==> src/rtl/serial_adder_ctrl_pkg.sv <==
// Shared types for the bit-serial adder: FSM state encoding and a
// helper for sizing the bit counter.
package serial_adder_ctrl_pkg;

    // Encoding 2'd3 is never entered; the FSM steers it back to IDLE.
    typedef enum logic [1:0] {
        ST_IDLE = 2'd0,
        ST_RUN  = 2'd1,
        ST_DONE = 2'd2,
        ST_BAD  = 2'd3
    } state_e;

    localparam int MIN_WIDTH = 1;
    localparam int MAX_WIDTH = 32;

    // Counter width: max(1, clog2(width)), so WIDTH=1 still has a
    // one-bit counter whose terminal value is 0.
    function automatic int cnt_width(input int width);
        return (width <= 1) ? 1 : $clog2(width);
    endfunction

endpackage

==> src/rtl/serial_adder_ctrl_full_adder.sv <==
// Single-bit full adder cell.
// Ports: A, B, C_in in; Sum, C_out out.
module full_adder (
    input  logic A,
    input  logic B,
    input  logic C_in,
    output logic Sum,
    output logic C_out
);

    logic p;

    assign p     = A ^ B;
    assign Sum   = p ^ C_in;
    assign C_out = (A & B) | (C_in & p);

endmodule

==> src/rtl/serial_adder_ctrl.sv <==
// Bit-serial WIDTH-bit adder: one full_adder, LSB first, carry in a flop.
// Ports: clk, rst_n, in_valid/in_ready + A, B, C_in in; out_valid/out_ready + Sum, C_out out.
module serial_adder_ctrl
    import serial_adder_ctrl_pkg::*;
#(
    parameter int WIDTH = 8
) (
    input  logic             clk,
    input  logic             rst_n,
    input  logic             in_valid,
    output logic             in_ready,
    input  logic [WIDTH-1:0] A,
    input  logic [WIDTH-1:0] B,
    input  logic             C_in,
    output logic             out_valid,
    input  logic             out_ready,
    output logic [WIDTH-1:0] Sum,
    output logic             C_out
);

    localparam int CW = cnt_width(WIDTH);
    localparam logic [CW-1:0] CNT_LAST = CW'(WIDTH - 1);

    state_e           state_q, state_d;
    logic [WIDTH-1:0] a_sh_q, a_sh_d;
    logic [WIDTH-1:0] b_sh_q, b_sh_d;
    logic [WIDTH-1:0] s_sh_q, s_sh_d;
    logic             carry_q, carry_d;
    logic [CW-1:0]    cnt_q, cnt_d;
    logic [WIDTH-1:0] sum_q, sum_d;
    logic             cout_q, cout_d;

    logic             fa_s;
    logic             fa_c;
    logic [WIDTH:0]   s_ext;
    logic [WIDTH-1:0] s_next;

    full_adder u_fa (
        .A     (a_sh_q[0]),
        .B     (b_sh_q[0]),
        .C_in  (carry_q),
        .Sum   (fa_s),
        .C_out (fa_c)
    );

    // New sum bit enters at the MSB end. Built on WIDTH+1 bits so the
    // same expression holds for WIDTH=1.
    assign s_ext  = {fa_s, s_sh_q};
    assign s_next = s_ext[WIDTH:1];

    always_comb begin
        state_d   = state_q;
        a_sh_d    = a_sh_q;
        b_sh_d    = b_sh_q;
        s_sh_d    = s_sh_q;
        carry_d   = carry_q;
        cnt_d     = cnt_q;
        sum_d     = sum_q;
        cout_d    = cout_q;
        in_ready  = 1'b0;
        out_valid = 1'b0;

        unique case (state_q)
            ST_IDLE: begin
                in_ready = 1'b1;
                if (in_valid) begin
                    a_sh_d  = A;
                    b_sh_d  = B;
                    carry_d = C_in;
                    cnt_d   = '0;
                    state_d = ST_RUN;
                end
            end
            ST_RUN: begin
                a_sh_d  = a_sh_q >> 1;
                b_sh_d  = b_sh_q >> 1;
                s_sh_d  = s_next;
                carry_d = fa_c;
                cnt_d   = cnt_q + CW'(1);
                if (cnt_q == CNT_LAST) begin
                    sum_d   = s_next;
                    cout_d  = fa_c;
                    state_d = ST_DONE;
                end
            end
            ST_DONE: begin
                out_valid = 1'b1;
                // A concurrent in_valid waits for IDLE next cycle.
                if (out_ready) begin
                    state_d = ST_IDLE;
                end
            end
            default: begin
                state_d = ST_IDLE;
            end
        endcase
    end

    always_ff @(posedge clk or negedge rst_n) begin
        if (!rst_n) begin
            state_q <= ST_IDLE;
            a_sh_q  <= '0;
            b_sh_q  <= '0;
            s_sh_q  <= '0;
            carry_q <= 1'b0;
            cnt_q   <= '0;
            sum_q   <= '0;
            cout_q  <= 1'b0;
        end else begin
            state_q <= state_d;
            a_sh_q  <= a_sh_d;
            b_sh_q  <= b_sh_d;
            s_sh_q  <= s_sh_d;
            carry_q <= carry_d;
            cnt_q   <= cnt_d;
            sum_q   <= sum_d;
            cout_q  <= cout_d;
        end
    end

    // Results persist until the next RUN->DONE edge.
    assign Sum   = sum_q;
    assign C_out = cout_q;

endmodule
==> config.mk <==
export PLATFORM = sky130hd
export DESIGN_NAME = serial_adder_ctrl
export DESIGN_NICKNAME = d
export VERILOG_FILES = /design/src/rtl/serial_adder_ctrl_pkg.sv /design/src/rtl/serial_adder_ctrl_full_adder.sv /design/src/rtl/serial_adder_ctrl.sv
export SDC_FILE = /design/constraint.sdc
export NUM_CORES = 1
export LEC_CHECK = 0
export ABC_CLOCK_PERIOD_IN_PS = 2000
export BUFFER_PORTS_ARGS = -buffer_cell sky130_fd_sc_hd__buf_2
export CAP_MARGIN = 15
export CORE_AREA = 4 4 76 78
export CTS_CLUSTER_SIZE = 28
export DETAILED_ROUTE_END_ITERATION = 7
export DIE_AREA = 0 0 80 82
export GPL_ROUTABILITY_DRIVEN = 0
export GPL_TIMING_DRIVEN = 0
export PLACE_DENSITY = 0.64
export SLEW_MARGIN = 10
export SYNTH_ARGS = -nofsm -noshare
export SYNTH_HDL_FRONTEND = slang
export SYNTH_HIERARCHICAL = 1
export SYNTH_SLANG_ARGS = --single-unit
export TNS_END_PERCENT = 30
==> constraint.sdc <==
create_clock -name clk -period 2 [get_ports clk]
set_input_delay 0.4 -clock clk [delete_from_list [all_inputs] [get_ports clk]]
set_output_delay 0.4 -clock clk [all_outputs]
set_load 0.02 [all_outputs]
==> summary.txt <==
Critical path's slowest cell: dfrtp_1
Drt first pass iters: 4
Hold Slack: 205 ps
Post-CTS Setup Bufs: 0
Worst path required time: 1600 ps
CTS H-tree lvls: 2
Worst slew pin tran: 836 ps
Vias: 1367
Routed WL per cell: 13.8 µm
Synth cell types: 24
Die height: 82 µm
Count of input and output buffers: 31
CP cell instances: buf_4 > inv_2 > buf_2 > nor2_1 > buf_2
Hold Violations, Final: 0
Clock skew: 10.2 ps
CP Max Fanout: 10
Final setup fails: 0
Final setup slack of the worst path: 148 ps
Pwr Density: 1560 nW/µm²
Slew Viols, Final: 0
CTS root buf: clkbuf_8
Grt total ovfl: 0
Min Tclk post-route: 1850 ps
Max Cap Viol: 0
Normalized max-slew margin: 44.3%
Hold Path Class: primary input to async pin
Core Region: 5070 µm²
Layout area overhead: 19.4%
Clock sink total: 38
Ant diodes: 0
Startpoint Class: register
Via-to-Cell Ratio: 5.03
Die Width: 80 µm
CTS tree: yes
Final wirelength: 3.75 mm
Setup CP Type: register to output port
Ports: 32
Placement Setup Slack: 490 ps
Delay-heaviest family, CP: buffers and inverters
Worst IR Drop VDD: 0.000491 V
Total track usage: 12.5%
Fin Setup TNS: 0 ps
Mapped Nets: 187
Ys Warns: 6
Syn avg cell area: 10.7 µm²
Fin nets: 225
Run status: finished clean
Reg2Reg Depth: 4
RSZ-0062 raised after global routing: no
FF+latch count, synth: 38
Final period util: 92.6%
DR DRC count: 0
Initial antenna violation count: 0
Antenna viol nets, final: 0
Deepest clock path buffer count: 2
CP bufs+invs: 4
R2R setup slack: 590 ps
CP max stage delay: 370 ps
Peak Freq: 540 MHz
Sequential fraction of the synthesis area: 54.5%
Cells after synthesis: 163
Leakage: 0.989 nW
Crit. End Element: output port
Crit path DAT: 1450 ps
Row Count: 26
Vias in the first global route: 1331
Synth Cell Area: 1750 µm²
CTS Buf Count: 5
Later-pin clock latency in the skew report: 290 ps
Layout cells sized above 1: 30.7%
Total Die Area: 6560 µm²
CTS clk-pin slew, worst paths: 80 ps
Critical Path Source: state_q[1]
Post_cts resized: 0
Starting DRT DRC Count: 67
First-pass GRT wire length: 6.40 mm
Pin count of the biggest net entering global routing: 39
Initial Utilization: 34.4%
Reg2reg end: Sum[1]
FF-to-FF Start: cnt_q[0]
DP Area: 1990 µm²
Dpl hpwl: 2.69 mm
# hold bufs at CTS: 0
Most frequent CP cell: buf_2
Final instance area: 2080 µm²
[power breakdown]
group	switching, mW	internal [mW]
registers	0.244	1.13
logic	0.726	0.606
clock network	0.274	0.277
[final cells by class]
type / instances / area [µm²]
buffer: 12 / 71.3
inverter: 2 / 7.51
sequential: 38 / 951
multi-input combinational: 111 / 716
tap: 70 / 87.6
timing repair buffer: 31 / 155
clock buffer: 6 / 82.6
fill: 523 / 2990
clock inverter: 2 / 12.5
[synthesized netlist by cell type]
master	instances	area share [%]
o21ai_0	6	1.7
buf_2	6	1.7
mux2_4	9	7.7
buf_6	1	0.65
or2_2	1	0.36
nor3_1	30	8.6
nor2_1	9	1.9
a22o_1	2	1.0
inv_1	1	0.21
nor2b_4	1	0.79
o32ai_1	5	2.5
dfrtp_1	38	54
ha_1	2	1.4
o31ai_1	1	0.43
nor2b_1	1	0.36
mux2i_1	1	0.57
o22ai_1	15	5.4
nand2_8	1	1.1
buf_4	3	1.3
clkbuf_1	2	0.43
fa_1	1	1.1
nand2b_1	2	0.72
nand2_1	24	5.2
inv_2	1	0.21
[sequential cells by signal, summed over array words and instances (netlist names)]
register and cells:
Sum 8, a_sh_q 8, b_sh_q 8, s_sh_q 7, cnt_q 3, state_q 2
C_out 1, carry_q 1
[logic make-up after synthesis]
logic type               share of synthesized area [%]
multiplexers                                      8.32
flip-flops                                        54.5
buffers and inverters                             4.52
AND/OR/NAND/NOR                                   19.1
adder cells (fa/ha/maj)                           2.58
AO/OA/AOI/OAI                                     11.0
[layout by cell type (no fill, tap or decap), drive strengths merged, types with 5 or more instances in the layout]
cell type,count
buf,41
dfrtp,38
nor3,30
nand2,25
o22ai,15
nor2,9
mux2,9
clkbuf,8
o21ai,6
o32ai,5
[per-layer routing]
layer	track usage, %	vias up	wire [µm]
met1	16.7	644	1800
met3	3.18	10	208
met5	0	-	0
li1	-	665	-
met2	19.5	48	1670
met4	5.24	0	67
[per-stage QoR]
stage	utilization (%)	power, mW	cells
after floorplan	-	2.36	163
after global placement	39.2	2.68	264
after detailed placement	39.2	2.74	264
after CTS	41.1	3.29	272
after global routing	41.1	3.53	272
final	41.1	3.25	272
[worst max path at each step]
stage	cells past startpoint	to	slack, ps
after floorplan	4	out_valid	620
after global placement	5	out_valid	480
after detailed placement	5	out_valid	490
after CTS	5	out_valid	140
after global routing	5	out_valid	80
final	5	out_valid	150
Note: power is estimated with default switching activity, not from simulation.
